## src/rtl/lf_arith_pkg.sv

```systemverilog
// Shared types and prefix-cell equations for the Ladner-Fischer arithmetic blocks.
package lf_arith_pkg;

    localparam int WIDTH = 16;

    typedef struct packed {
        logic p;
        logic g;
    } pg_t;

    // Combines a high span with the adjacent lower span into one group term.
    function automatic pg_t black_op(input pg_t hi, input pg_t lo);
        return '{p: hi.p & lo.p, g: hi.g | (hi.p & lo.g)};
    endfunction

    function automatic logic gray_op(input pg_t hi, input logic g_lo);
        return hi.g | (hi.p & g_lo);
    endfunction

endpackage

```

## src/rtl/lf_sub16_pipe_if.sv

```systemverilog
// Operand/result handshake bundle for the pipelined LF subtractor.
interface lf_sub16_pipe_if;
    import lf_arith_pkg::*;

    logic             in_valid;
    logic             in_ready;
    logic [WIDTH-1:0] X;
    logic [WIDTH-1:0] Y;
    logic             out_valid;
    logic             out_ready;
    logic [WIDTH:0]   D;
    logic             zero;
    logic             ovf;

    modport master (
        output in_valid, X, Y, out_ready,
        input  in_ready, out_valid, D, zero, ovf
    );

    modport slave (
        input  in_valid, X, Y, out_ready,
        output in_ready, out_valid, D, zero, ovf
    );

endinterface

```

## src/rtl/lf_prefix16.sv

```systemverilog
// Combinational 16-bit Ladner-Fischer prefix tree, split after the level that
// forms 4-bit spans so the caller can register the group terms there.
module lf_prefix16
    import lf_arith_pkg::*;
(
    input  pg_t [WIDTH-1:0]  pg,
    input  logic             cin,
    output pg_t [WIDTH-1:0]  grp_l2,
    input  pg_t [WIDTH-1:0]  grp_l2_q,
    output logic [WIDTH-1:0] carry
);

    pg_t [WIDTH-1:0] lvl1, lvl3, lvl4;

    for (genvar i = 0; i < WIDTH; i++) begin : g_l1
        if ((i / 1) % 2 == 1) begin : g_cell
            assign lvl1[i] = black_op(pg[i], pg[(i / 1) * 1 - 1]);
        end else begin : g_pass
            assign lvl1[i] = pg[i];
        end
    end

    for (genvar i = 0; i < WIDTH; i++) begin : g_l2
        if ((i / 2) % 2 == 1) begin : g_cell
            assign grp_l2[i] = black_op(lvl1[i], lvl1[(i / 2) * 2 - 1]);
        end else begin : g_pass
            assign grp_l2[i] = lvl1[i];
        end
    end

    for (genvar i = 0; i < WIDTH; i++) begin : g_l3
        if ((i / 4) % 2 == 1) begin : g_cell
            assign lvl3[i] = black_op(grp_l2_q[i], grp_l2_q[(i / 4) * 4 - 1]);
        end else begin : g_pass
            assign lvl3[i] = grp_l2_q[i];
        end
    end

    for (genvar i = 0; i < WIDTH; i++) begin : g_l4
        if ((i / 8) % 2 == 1) begin : g_cell
            assign lvl4[i] = black_op(lvl3[i], lvl3[(i / 8) * 8 - 1]);
        end else begin : g_pass
            assign lvl4[i] = lvl3[i];
        end
        // Every node now spans [i:0]; fold in the carry-in to get carry out of bit i.
        assign carry[i] = gray_op(lvl4[i], cin);
    end

endmodule

```

## src/rtl/lf_sub16_pipe.sv

```systemverilog
// Pipelined 16-bit LF subtractor: D = X + ~Y + 1 with borrow, zero and signed
// overflow flags, behind a valid/ready handshake of depth STAGES (1 or 2).
module lf_sub16_pipe
    import lf_arith_pkg::*;
#(
    parameter int STAGES = 2
) (
    input  logic           clk,
    input  logic           rst_n,
    lf_sub16_pipe_if.slave bus
);

    localparam logic CIN = 1'b1;

    logic [WIDTH-1:0] y_inv, p_bits, g_bits;
    pg_t  [WIDTH-1:0] pg, grp_l2, mid_grp;
    logic [WIDTH-1:0] mid_p, carry, sum;
    logic             mid_valid, mid_x15, mid_y15;
    logic             out_advance;

    assign y_inv  = ~bus.Y;
    assign p_bits = bus.X ^ y_inv;
    assign g_bits = bus.X & y_inv;

    for (genvar i = 0; i < WIDTH; i++) begin : g_pg
        assign pg[i] = '{p: p_bits[i], g: g_bits[i]};
    end

    lf_prefix16 u_prefix (
        .pg       (pg),
        .cin      (CIN),
        .grp_l2   (grp_l2),
        .grp_l2_q (mid_grp),
        .carry    (carry)
    );

    assign out_advance = bus.out_ready || !bus.out_valid;

    if (STAGES == 2) begin : g_two
        logic             s1_valid;
        pg_t  [WIDTH-1:0] s1_grp;
        logic [WIDTH-1:0] s1_p;
        logic             s1_x15, s1_y15;

        assign bus.in_ready = !s1_valid || out_advance;

        always_ff @(posedge clk or negedge rst_n) begin
            if (!rst_n) begin
                s1_valid <= 1'b0;
                s1_grp   <= '0;
                s1_p     <= '0;
                s1_x15   <= 1'b0;
                s1_y15   <= 1'b0;
            end else begin
                if (bus.in_ready) s1_valid <= bus.in_valid;
                // NOTE: payload loads only on an accepted transfer; the valid bit alone tracks occupancy.
                if (bus.in_ready && bus.in_valid) begin
                    s1_grp <= grp_l2;
                    s1_p   <= p_bits;
                    s1_x15 <= bus.X[WIDTH-1];
                    s1_y15 <= bus.Y[WIDTH-1];
                end
            end
        end

        assign mid_valid = s1_valid;
        assign mid_grp   = s1_grp;
        assign mid_p     = s1_p;
        assign mid_x15   = s1_x15;
        assign mid_y15   = s1_y15;
    end else if (STAGES == 1) begin : g_one
        assign bus.in_ready = out_advance;
        assign mid_valid    = bus.in_valid;
        assign mid_grp      = grp_l2;
        assign mid_p        = p_bits;
        assign mid_x15      = bus.X[WIDTH-1];
        assign mid_y15      = bus.Y[WIDTH-1];
    end else begin : g_bad
        $error("lf_sub16_pipe: STAGES must be 1 or 2");
    end

    assign sum = mid_p ^ {carry[WIDTH-2:0], CIN};

    always_ff @(posedge clk or negedge rst_n) begin
        if (!rst_n) begin
            bus.out_valid <= 1'b0;
            bus.D         <= '0;
            bus.zero      <= 1'b0;
            bus.ovf       <= 1'b0;
        end else if (out_advance) begin
            bus.out_valid <= mid_valid;
            if (mid_valid) begin
                bus.D    <= {~carry[WIDTH-1], sum};
                bus.zero <= (sum == '0);
                bus.ovf  <= (mid_x15 != mid_y15) && (sum[WIDTH-1] != mid_x15);
            end
        end
    end

endmodule
```

## src/flat_wrapper.sv

```systemverilog
// flat-port wrapper written by rule: the top's interface ports become plain ports
module lf_sub16_pipe_flat import lf_arith_pkg::*;
#(
    parameter int STAGES = 2
)
  (clk, rst_n, bus_in_valid, bus_X, bus_Y, bus_out_ready, bus_in_ready, bus_out_valid, bus_D, bus_zero, bus_ovf);
  lf_sub16_pipe_if bus_i ();
  input  logic clk;
  input  logic rst_n;
  input wire logic [$bits(bus_i.in_valid)-1:0] bus_in_valid;
  input wire logic [$bits(bus_i.X)-1:0] bus_X;
  input wire logic [$bits(bus_i.Y)-1:0] bus_Y;
  input wire logic [$bits(bus_i.out_ready)-1:0] bus_out_ready;
  output wire logic [$bits(bus_i.in_ready)-1:0] bus_in_ready;
  output wire logic [$bits(bus_i.out_valid)-1:0] bus_out_valid;
  output wire logic [$bits(bus_i.D)-1:0] bus_D;
  output wire logic [$bits(bus_i.zero)-1:0] bus_zero;
  output wire logic [$bits(bus_i.ovf)-1:0] bus_ovf;
  assign bus_i.in_valid = bus_in_valid;
  assign bus_i.X = bus_X;
  assign bus_i.Y = bus_Y;
  assign bus_i.out_ready = bus_out_ready;
  assign bus_in_ready = bus_i.in_ready;
  assign bus_out_valid = bus_i.out_valid;
  assign bus_D = bus_i.D;
  assign bus_zero = bus_i.zero;
  assign bus_ovf = bus_i.ovf;
  lf_sub16_pipe #(.STAGES(STAGES)) u_core (.clk(clk), .rst_n(rst_n), .bus(bus_i));
endmodule
```

## config.mk

```make
export PLATFORM = sky130hd
export DESIGN_NAME = lf_sub16_pipe_flat
export DESIGN_NICKNAME = d
export VERILOG_FILES = /design/src/rtl/lf_arith_pkg.sv /design/src/rtl/lf_sub16_pipe_if.sv /design/src/rtl/lf_prefix16.sv /design/src/rtl/lf_sub16_pipe.sv /design/src/flat_wrapper.sv
export SDC_FILE = /design/constraint.sdc
export NUM_CORES = 1
export LEC_CHECK = 0
export BUFFER_PORTS_ARGS = -buffer_cell sky130_fd_sc_hd__buf_4
export CORE_ASPECT_RATIO = 1.1
export CORE_UTILIZATION = 40
export CTS_BUF_LIST = sky130_fd_sc_hd__clkbuf_2
export DETAILED_ROUTE_END_ITERATION = 8
export PLACE_DENSITY = 0.7
export SLEW_MARGIN = 5
export SYNTH_ARGS = -nofsm -noshare
export SYNTH_HDL_FRONTEND = slang
export SYNTH_SLANG_ARGS = --single-unit
```

## constraint.sdc

```tcl
create_clock -name clk -period 5.85 [get_ports clk]
set_input_delay 0.8775 -clock clk [delete_from_list [all_inputs] [get_ports clk]]
set_output_delay 0.8775 -clock clk [all_outputs]
set_load 0.005 [all_outputs]
```

**After elaboration in Yosys (flattened, before gate mapping)**

Index checks and enable logic that the tools add are counted.

- $add $sub $neg: 0
- $mul: 0
- Div/mod/pow operators: 0
- Order comparisons: 0
- Equal/unequal tests: 2
- Shift-type cells: 0
- Multiplexer cells: 0
- Bitwise operators: 117
- Reductions and logical operators: 8

Operators with widths:

| operator | count |
|---|---|
| 1-bit AND | 64 |
| 1-bit bitwise OR | 48 |
| 16-bit bitwise XOR | 2 |
| 16-bit AND | 1 |
| 16-bit logical NOT | 1 |
| 16-bit inverter | 1 |
| 1-bit logical AND | 2 |
| 1-bit logical NOT | 2 |
| 1-bit logical OR | 2 |
| 1-bit inequality test | 2 |
| 2-bit AND reduction | 1 |
| 1-bit inverter | 1 |

- Flip-flop bits (word level): 71
- Latch bits: 0
- Memory bits (writable): 0
- Memory bits (read-only): 0
- Input bits: 36
- Output and inout port bits: 21
- Memories: 0

**Depth between registers and ports, before layout**

- Word-level depth: 8
- Depth in mapped cells: 7
- Gate-level depth less buffers: 7

**Modules after synthesis**

A second synthesis with hierarchy kept.

- Cell total of the unflattened synthesis: 288
- Area total of the unflattened synthesis: 3430.8 um2

By module, submodules not included:

| module | instances | cells each | area each (um2) | sequential area each (um2) |
|---|---|---|---|---|
| lf_sub16_pipe | 1 | 231 | 3032.9 | 1776.7 |
| lf_prefix16 | 1 | 57 | 397.9 | 0.0 |

**Least setup slack after synthesis**

No wires, ideal clock.

- Path kind: input -> register
- From: in bus_out_ready
- To: reg u_core.g_two.s1_grp[0] in the netlist's numbering
- Library setup time: 0.125 ns
- Arrival time: 2.062 ns
- Slack: 3.663 ns
- Stages on the path: 5
- Path buffers: 1
- Cell sequence: nor2b_1 nand2_1 nand2_1 clkbuf_1 mux2_2

- Word-level cells in the longest chain between the ends: 3

Ends and longest elaborated chain:

| element | RTL line | source |
|---|---|---|
| start, declared | flat_wrapper.sv:13 | `input wire logic [$bits(bus_i.out_ready)-1:0] bus_out_ready;` |
| 1-bit logical OR | lf_sub16_pipe.sv:37 | `assign out_advance = bus.out_ready \|\| !bus.out_valid;` |
| 1-bit logical OR | lf_sub16_pipe.sv:45 | `assign bus.in_ready = !s1_valid \|\| out_advance;` |
| via bus_in_ready | flat_wrapper.sv:14 | `output wire logic [$bits(bus_i.in_ready)-1:0] bus_in_ready;` |
| 1-bit logical AND | lf_sub16_pipe.sv:57 | `if (bus.in_ready && bus.in_valid) begin` |
| end signal, assigned | lf_sub16_pipe.sv:58 | `s1_grp <= grp_l2;` |
| end, declared | lf_sub16_pipe.sv:41 | `pg_t [WIDTH-1:0] s1_grp;` |

The timed path passes the listed nets, and every way through them passes these cells.
A chain may end at the register's enable or synchronous reset.

**Final worst setup path**

- From: in bus_out_ready
- To: out bus_in_ready

- Word-level cells in the longest chain between the ends: 2

Ends and longest elaborated chain:

| element | RTL line |
|---|---|
| 1-bit logical OR | lf_sub16_pipe.sv:37 |
| 1-bit logical OR | lf_sub16_pipe.sv:45 |
| end, declared | flat_wrapper.sv:14 |

Every way passes these cells.

==> run metrics <==
ranking of synthesized cells by area dfrtp_1, mux2_2, ha_1; MaxCap Viol Count 0; final hold vios 0; grt total ovfl 0; WS Path Type in -> out; Hold WC Path Type in -> async; Reg2Reg Setup Slack 3690 ps; Switch Pwr 355 µW; Slowest Stage Delay on Critical Path 160 ps; Int Pwr 785 µW; Reg2Reg Launch Point u_core.g_two.s1_grp[6]; unrepaired setup endpoints after global routing false; DRT iter0 DRCs 128; relative slew slack 23.5%; count of final setup violators 0; Final Core Density 48.5%; CTS H-tree depth 3; clock share of power 16.6%; Post-synth EDFFs 0; Post-CTS Setup Bufs 0; Slowest-stage cell, CP buf_4; cell mode on critical path buf_4; LEAKAGE 1.85 nW; area leader, netlist dfrtp_1; flops & latches, synth 67; share of cells above drive strength 1 29.0%; first-pass detailed-route iteration total 4; Core Box Area 7870 µm²; final WL 6050 µm; cell row count 34; sequential cell area 1680 µm²; TritonCTS clock tree yes; antenna cells 0; clk root buf clkbuf_2; Slew Viols, Final 0; routability congestion estimate 0.783; area of the multi-input gates 1470 µm²; vias in the first global route 2,194; sequential power share 55.2%; CTS resizes 0; cells on worst reg2reg path 5; Detail Route Antenna Nets 0; initial antenna violation count 0; Comb power frac 28.2%; DR WL/cell 12.9 µm; Tmin final 2300 ps; CTS Buf Count 9; synthesized area 3250 µm²; DR vias 2,349; Area growth, synth to finish 17.7%; I/O Pins 57; Gate Count Post-Synth 305; fin crit share 39.3%; dominant synthesized flop cell dfrtp_1; sw frac 31.1%; placed wire-length estimate 4420 µm; post-synthesis sequential area ratio 51.7%; post-synth top area share 51.7%; clk_lat worst skew 470 ps; Avg Inst Size Synth 10.6 µm²; CTS Hold Bufs 0; Max FO, Critical Path 3; CP endpoint bus_in_ready; Max VDD drop 0.0955 mV; clock sinks 67; CP required 4970 ps; top-count cell post-synth dfrtp_1; crit path from bus_out_ready; vias per cell 5.00; Synth warnings 0; Power Density 298 nW/µm²; Die Ht 96.5 µm; Crit Reg-Reg Endpoint u_core.bus.zero; All-Layer GR Usage 16.2%; post-synth net total 357; Layout Nets 413; status finished, final reports clean; Layout fillers 761; Final Skew 16.9 ps; die width 87.9 µm; ys async rst share 100%; synth cell count leaders dfrtp_1, nand2_1, mux2_2, o21ai_0, inv_1; Setup TNS 0 ps; clock slew at reported path FFs 150 ps; CP cell instances buf_4, nor2b_1, nand2_1, buf_4; Clock Path Buffers 2; actual slew at the worst max-slew pin 1140 ps; first-pass GRT wire length 10,300 µm; pin count of the biggest net entering global routing 68; full die area 8480 µm²; Startpoint Class primary input; Worst EP arrival 1420 ps; Initial Util 41.2%; fmax 435 MHz; IO Port Bufs 56; synth unique cells 30; CP Capture Type primary output; DRC 0
stage by stage:
step | setup slack [ps] | power, mW | std cells | hold slack [ps] | cell area, µm²
detailed placement | 3160 | 0.967 | 458 | 467 | 3760
floorplan | 3660 | 0.813 | 305 | 450 | 3250
CTS | 3550 | 1.15 | 470 | 494 | 3820
finish | 3550 | 1.14 | 470 | 474 | 3820
global placement | 3190 | 0.955 | 458 | 460 | 3760
global route | 3510 | 1.23 | 470 | 504 | 3820
cell type report:
type                       count  share of cell area [%]
clock buffer                  10                    1.31
sequential                    67                    43.9
inverter                      17                    1.67
timing repair buffer          56                    11.0
multi-input combinational    210                    38.4
clock inverter                 2                   0.197
tap                          108                    3.54
metal layers:
metal	share of wire [%]	track usage (%)	wire (µm)	up-vias
li1	-	-	-	1184
met3	4.2	3.06	254	13
met2	46	24.7	2790	60
met1	47	21.6	2850	1092
met5	0	0	0	-
met4	2.7	9.43	162	0
power by group through the flow:
stage / Sequential (mW) / Clock [mW] / Combinational, mW
floorplan: 0.623 / 0 / 0.190
global placement: 0.634 / 0 / 0.322
detailed placement: 0.639 / 0 / 0.327
CTS: 0.629 / 0.195 / 0.328
global route: 0.642 / 0.218 / 0.366
finish: 0.629 / 0.189 / 0.322
sequential cells by signal, indices dropped and copies added (netlist names):
signal and flops:
u_core.bus.D 17, u_core.bus.out_valid 1, u_core.g_two.s1_valid 1, u_core.g_two.s1_p 16, u_core.bus.zero 1, u_core.g_two.s1_x15 1
u_core.bus.ovf 1, u_core.g_two.s1_y15 1, u_core.g_two.s1_grp 28
worst min-delay path by stage:
stage	from	endpoint	slack, ps	depth (start not counted)
2_1_floorplan	u_core.g_two.s1_grp[29]	u_core.g_two.s1_grp[29]	450	2
5_1_grt	rst_n	u_core.g_two.s1_grp[8]	500	1
3_3_place_gp	u_core.bus.D[3]	u_core.bus.D[3]	460	2
4_1_cts	rst_n	u_core.g_two.s1_grp[8]	490	1
6_report	rst_n	u_core.g_two.s1_grp[8]	470	1
3_5_place_dp	u_core.bus.D[3]	u_core.bus.D[3]	470	2
worst max-delay path, delay by kind of cell:
kind / cells / cell delay [ps]
buf+inv: 2 / 270
simple gates: 2 / 270
cell families (layout without fill, tap and decap cells):
kind of cell	count (synthesis)	in the layout	synth area share, %
and+or+nand+nor	81	81	11.6
AOI/OAI and AO/OA	72	72	13.8
DFF	67	67	51.7
muxes	33	33	11.4
buffers and inverters	28	85	3.24
adders and majority gates	16	16	6.17
xor gates and xnor gates	8	8	2.16
cell usage in the layout, fill, tap and decap left out:
master,count
dfrtp_1,67
buf_4,56
nand2_1,46
mux2_2,32
o21ai_0,30
inv_1,17
ha_1,16
o211ai_1,12
a21oi_1,10
clkbuf_2,10
a21o_1,9
nand4_1,6
or2_2,6
xor2_1,6
nand3_1,5
o21a_1,5
nor2b_1,4
nor2_1,4
or3_1,3
xnor2_1,2
nand2b_1,2
a2111oi_1,2
clkinv_1,2
nand2_2,1
o22ai_1,1
a311o_1,1
nand3b_1,1
nor3_1,1
mux2i_1,1
nor4b_1,1
and2_1,1
a31o_1,1
a211oi_1,1
Note: power is estimated with default switching activity, not from simulation.
